File: src/rtl/serial_link_pkg.sv
// Shared definitions for the serial link: word width, comma word, counter widths, scheduler states.
package serial_link_pkg;

  localparam int unsigned WORD_W          = 8;
  localparam int unsigned BIT_CNT_W       = 3;
  localparam int unsigned TRAIN_CNT_W     = 4;
  localparam int unsigned TRAIN_WORDS_DEF = 4;
  localparam logic [WORD_W-1:0] IDLE_WORD_DEF = 8'hBC;

  typedef enum logic {
    TRAIN = 1'b0,
    RUN   = 1'b1
  } state_t;

endpackage

File: src/rtl/paralelo_serial.sv
// Word-to-bit serializer: MSB-first, back-to-back words, load strobe on the last bit of each word.
module paralelo_serial
  import serial_link_pkg::*;
#(
  parameter logic [WORD_W-1:0] RESET_WORD = IDLE_WORD_DEF
) (
  input  logic              clk_32f,
  input  logic              reset,
  input  logic [WORD_W-1:0] load_word,
  input  logic              load_lane,
  input  logic              load_idle,
  output logic              data_out,
  output logic              word_start,
  output logic              lane_out,
  output logic              idle_out,
  output logic              load_slot_c
);

  logic [BIT_CNT_W-1:0] bit_cnt;
  logic [WORD_W-1:0]    word_q;
  logic                 word_lane;
  logic                 word_idle;

  assign load_slot_c = (bit_cnt == BIT_CNT_W'(WORD_W - 1));

  // Lane/idle tags travel with the word and surface together with its bit 7.
  always_ff @(posedge clk_32f) begin
    if (reset) begin
      bit_cnt    <= '0;
      word_q     <= RESET_WORD;
      word_lane  <= 1'b0;
      word_idle  <= 1'b1;
      data_out   <= 1'b0;
      word_start <= 1'b0;
      lane_out   <= 1'b0;
      idle_out   <= 1'b1;
    end else begin
      data_out   <= word_q[~bit_cnt];
      word_start <= (bit_cnt == '0);
      bit_cnt    <= bit_cnt + BIT_CNT_W'(1);
      if (bit_cnt == '0) begin
        lane_out <= word_lane;
        idle_out <= word_idle;
      end
      if (load_slot_c) begin
        word_q    <= load_word;
        word_lane <= load_lane;
        word_idle <= load_idle;
      end
    end
  end

endmodule

File: src/rtl/arbitro_serial_tx.sv
// Serial transmit scheduler: comma training after reset, then two-lane arbitration with idle fill.
// Optional build macro FIXED_PRIORITY_EN makes lane 0 always win instead of round-robin.
module arbitro_serial_tx
  import serial_link_pkg::*;
#(
  parameter int unsigned       TRAIN_WORDS = TRAIN_WORDS_DEF,
  parameter logic [WORD_W-1:0] IDLE_WORD   = IDLE_WORD_DEF
) (
  input  logic              clk_32f,
  input  logic              reset,
  input  logic [WORD_W-1:0] data_in0,
  input  logic              valid_in0,
  output logic              ready0,
  input  logic [WORD_W-1:0] data_in1,
  input  logic              valid_in1,
  output logic              ready1,
  output logic              data_out,
  output logic              word_start,
  output logic              lane_out,
  output logic              idle_out,
  output logic              active
);

  state_t                 state_q, state_d;
  logic [TRAIN_CNT_W-1:0] train_cnt_q, train_cnt_d;
  logic                   rr_q, rr_d;
  logic                   active_d;
  logic                   load_slot_c;
  logic                   arb_slot;
  logic                   grant0, grant1;
  logic [WORD_W-1:0]      load_word;
  logic                   load_lane;
  logic                   load_idle;

  paralelo_serial #(.RESET_WORD(IDLE_WORD)) u_ser (
    .clk_32f     (clk_32f),
    .reset       (reset),
    .load_word   (load_word),
    .load_lane   (load_lane),
    .load_idle   (load_idle),
    .data_out    (data_out),
    .word_start  (word_start),
    .lane_out    (lane_out),
    .idle_out    (idle_out),
    .load_slot_c (load_slot_c)
  );

  always_ff @(posedge clk_32f) begin
    if (reset) begin
      state_q     <= TRAIN;
      train_cnt_q <= '0;
      rr_q        <= 1'b0;
      active      <= 1'b0;
    end else begin
      state_q     <= state_d;
      train_cnt_q <= train_cnt_d;
      rr_q        <= rr_d;
      active      <= active_d;
    end
  end

  // The final training slot already arbitrates so the first data word follows training without a gap.
  always_comb begin
    state_d     = state_q;
    train_cnt_d = train_cnt_q;
    rr_d        = rr_q;
    active_d    = active;
    arb_slot    = 1'b0;
    load_word   = IDLE_WORD;
    load_lane   = 1'b0;
    load_idle   = 1'b1;
`ifdef FIXED_PRIORITY_EN
    grant0 = valid_in0;
    grant1 = valid_in1 & ~valid_in0;
`else
    grant0 = valid_in0 & (~valid_in1 | ~rr_q);
    grant1 = valid_in1 & (~valid_in0 | rr_q);
`endif
    if (load_slot_c && !reset) begin
      if (state_q == TRAIN) begin
        train_cnt_d = train_cnt_q + TRAIN_CNT_W'(1);
        if (train_cnt_q == TRAIN_CNT_W'(TRAIN_WORDS - 1)) begin
          state_d  = RUN;
          active_d = 1'b1;
          arb_slot = 1'b1;
        end
      end else begin
        arb_slot = 1'b1;
      end
    end
    if (arb_slot) begin
      if (grant0) begin
        load_word = data_in0;
        load_lane = 1'b0;
        load_idle = 1'b0;
      end else if (grant1) begin
        load_word = data_in1;
        load_lane = 1'b1;
        load_idle = 1'b0;
      end
`ifndef FIXED_PRIORITY_EN
      if (valid_in0 && valid_in1) rr_d = ~rr_q;
`endif
    end
  end

  assign ready0 = arb_slot & grant0;
  assign ready1 = arb_slot & grant1;

endmodule
File: config.mk
export PLATFORM = sky130hd
export DESIGN_NAME = arbitro_serial_tx
export DESIGN_NICKNAME = d
export VERILOG_FILES = /design/src/rtl/serial_link_pkg.sv /design/src/rtl/paralelo_serial.sv /design/src/rtl/arbitro_serial_tx.sv
export SDC_FILE = /design/constraint.sdc
export NUM_CORES = 1
export LEC_CHECK = 0
export ABC_AREA = 1
export ABC_CLOCK_PERIOD_IN_PS = 1500
export BUFFER_PORTS_ARGS = -buffer_cell sky130_fd_sc_hd__buf_4
export CORE_MARGIN = 5
export CORE_UTILIZATION = 48
export CTS_BUF_LIST = sky130_fd_sc_hd__clkbuf_16
export DETAILED_ROUTE_END_ITERATION = 12
export PLACE_DENSITY = 0.75
export SLEW_MARGIN = 20
export SYNTH_ARGS = -nofsm -noshare
export SYNTH_HDL_FRONTEND = slang
export SYNTH_SLANG_ARGS = --single-unit
File: constraint.sdc
create_clock -name clk_32f -period 1.5 [get_ports clk_32f]
set_input_delay 0 -clock clk_32f [delete_from_list [all_inputs] [get_ports clk_32f]]
set_output_delay 0 -clock clk_32f [all_outputs]
set_load 0.02 [all_outputs]
==> flow_metrics.py <==
metrics = {
    "outcome": {
        "status": "completed",
    },
    "setup_path": {
        "crit_slowest_cell": "dfxtp_2",
        "cp_top_family": "simple AND/OR/NAND/NOR gates",
        "cp.required_ns": 1.50,
        "critPathBufInv": 3,
        "crit_path_start": "u_ser.bit_cnt[1]",
        "path_cells": "ha_4 -> ha_4 -> inv_4 -> nor2_4 -> nand3_4 -> nand2_4 -> nand2_4 -> inv_2 -> buf_6",
        "r2r-end": "train_cnt_q[2]",
        "critPathMaxFanout": 4,
        "max_stage_delay_ns": 0.35,
        "critical_path_arrival_ns": 1.49,
        "cp-endpoint": "ready1",
        "r2r_start": "u_ser.bit_cnt[1]",
        "crit_type": "flip-flop to output pin",
        "rr_worst_depth": 9,
        "rrSetupSlack_ns": 0.03,
        "crit_cells": 9,
        "critPathLaunchType": "flip-flop",
        "cp-end-kind": "output pin",
    },
    "synth": {
        "synth-seq-cells": 24,
        "yosys_warnings": 0,
        "syn_area_mm2": 0.00125,
        "postSynthCellCount": 186,
        "ys_types": 22,
        "synth_nets": 210,
        "synth_area_per_cell_um2": 6.71,
        "ys_seq_area_frac": 0.385,
    },
    "die": {
        "io_pins": 27,
        "core-area_mm2": 0.00248,
        "rows": 18,
        "die_width_um": 61.0,
        "die_y_um": 61.0,
        "initial_core_util": 0.504,
        "die_area_mm2": 0.00372,
    },
    "power": {
        "powerDensity_mw_per_mm2": 840,
        "p_leak_uw": 0.000885,
        "peakVddDrop_mv": 1.15,
    },
    "run": {
        "drv_cap": 0,
    },
    "clock_network": {
        "clk_path_buf_depth": 2,
        "cts-root-buf": "clkbuf_16",
        "tritoncts": "built",
        "cts_made_buffers": 3,
        "h-tree-depth": 1,
        "clk_latency_ns": 0.25,
        "clk_pin_slew_ns": 0.06,
        "cts_sinks": 24,
        "hold_buffers": 0,
    },
    "grt": {
        "grt_antenna_before_repair": 0,
        "grt-ovfl-total": 0,
        "grt_usage": 0.181,
        "grt_max_degree": 17,
        "grt_pass1_vias": 1294,
        "grt_pass1_wl_um": 5150,
    },
    "sta": {
        "timing.fmax_mhz": 671,
        "finalHoldViolCount": 0,
        "period_share": 0.993,
        "min_period_ns": 1.49,
        "worst_pin_slew_ns": 0.373,
        "rsz0062_at_grt": "yes",
        "relSlewSlack": 0.751,
        "tns_ns": 0,
        "setup_viol": 0,
        "finalClockSkew_ns": 0.00497,
        "slew_violations": 0,
    },
    "layout": {
        "diodes": 0,
        "area_delta_synth_final_pct": 37.5,
        "utilization": 0.692,
        "nNetsFinal": 250,
        "post-route-cell-area_mm2": 0.00172,
        "drive_gt1_frac": 0.289,
    },
    "worst_hold_path": {
        "hold_class": "input port to flip-flop",
    },
    "drt": {
        "ant_nets": 0,
        "vias_per_cell": 5.03,
        "post_drt_wl_per_cell_um": 12.1,
        "num_vias": 1282,
        "drc": 0,
        "dr.pass1.iters": 4,
        "wl_um": 3080,
        "first_iter_violations": 53,
    },
    "place": {
        "dp_hpwl_um": 2060,
        "post_dp_cell_area_mm2": 0.00148,
        "portBuffers": 26,
        "gp_congestion": 0.773,
    },
}
==> sequential cells by signal, summed over array words and instances (netlist names) <==
register	flops
u_ser.word_q	8
train_cnt_q	4
u_ser.bit_cnt	3
active	1
rr_q	1
state_q	1
u_ser.data_out	1
u_ser.idle_out	1
u_ser.lane_out	1
u_ser.word_idle	1
u_ser.word_lane	1
u_ser.word_start	1
==> cell type report <==
| type | instances | area [um2] |
|---|---|---|
| multi-input combinational | 128 | 688 |
| tap | 30 | 37.5 |
| inverter | 30 | 115 |
| clock buffer | 3 | 75.1 |
| timing repair buffer | 39 | 313 |
| clock inverter | 1 | 3.75 |
| sequential | 24 | 483 |
| fill | 195 | 762 |
==> layout by cell type (no fill, tap or decap), drive strengths merged <==
master and count:
nand3 14, a21oi 9, nor2 18, inv 30, o21a 1, or2 1, o21ai 6, ha 4
nand4 2, buf 38, clkinv 1, o211ai 2, nor3 1, clkbuf 4, a31oi 1, dfxtp 24
nand2 69
==> per-stage QoR <==
stage	setup slack, ns	hold WS, ns	std cells	power [uW]
3_3_place_gp	0.0715	0.315	242	858
6_report	0.0101	0.0579	255	1440
5_1_grt	-0.0611	0.0755	255	1500
2_1_floorplan	0.0540	0.0955	186	783
3_5_place_dp	0.0425	0.319	242	863
4_1_cts	-0.0238	0.0493	252	1450
==> kinds of logic after synthesis <==
| family | after synthesis | synth area share |
|---|---|---|
| AOI/OAI and AO/OA | 19 | 0.0863 |
| adders and majority gates | 4 | 0.0401 |
| buffers and inverters | 34 | 0.116 |
| DFF | 24 | 0.385 |
| and+or+nand+nor | 105 | 0.372 |
==> per-layer routing <==
metal  GRT usage  routed length (um)  vias to the layer above
met2       0.353                1780                       14
met5           0                   0                        -
met4      0.0402                  12                        0
li1            -                   -                      653
met1       0.192                1210                      613
met3      0.0447                  80                        2
==> synth_stat cells <==
library cell  count  share of area
inv_1            29          0.087
inv_2             1         0.0030
nor3_4            1          0.013
a31oi_1           1         0.0050
nor2_1           17          0.051
buf_6             2          0.018
a21oi_2           1         0.0070
nand3_4           1          0.014
o21a_1            1         0.0060
o211ai_1          2          0.012
nand2_2           2          0.010
nor2_4            1         0.0090
o21ai_0           6          0.024
ha_1              4          0.040
dfxtp_1          24           0.39
nand2_1          66           0.20
or2_2             1         0.0050
nand2_4           1         0.0090
buf_2             2         0.0080
nand4_1           2          0.010
nand3_1          13          0.052
a21oi_1           8          0.032
==> where the power goes <==
group	internal, uW	total [uW]	leakage (uW)	switching (uW)
clock	356	571	0.0000385	215
sequential	658	670	0.000196	12.4
combinational	89.7	199	0.000651	110
==> how the worst min path moves through the flow <==
| stage | from | to | slack, ns | depth (start not counted) |
|---|---|---|---|---|
| after floorplan | reset | u_ser.word_q[5] | 0.1 | 2 |
| after global placement | reset | u_ser.word_lane | 0.32 | 2 |
| after detailed placement | data_in0[7] | u_ser.word_q[7] | 0.32 | 5 |
| after CTS | reset | u_ser.word_lane | 0.05 | 2 |
| after global routing | reset | train_cnt_q[3] | 0.08 | 2 |
| final | reset | train_cnt_q[3] | 0.06 | 2 |
==> timing repair <==
item,CTS,global route
setup buffers,6,3
gates resized for setup,15,13
pin swaps,5,8
endpoints found under the setup margin,2,13
==> worst register-to-register path, stage by stage (launching register included) <==
cell     delay [ns]
dfxtp_2        0.35
ha_4           0.14
ha_4           0.15
inv_4          0.04
buf_4          0.14
nor3_4         0.21
buf_6          0.14
nand3_1        0.08
nand2_1        0.08
nor2_1         0.04
Note: power is estimated with default switching activity, not from simulation.
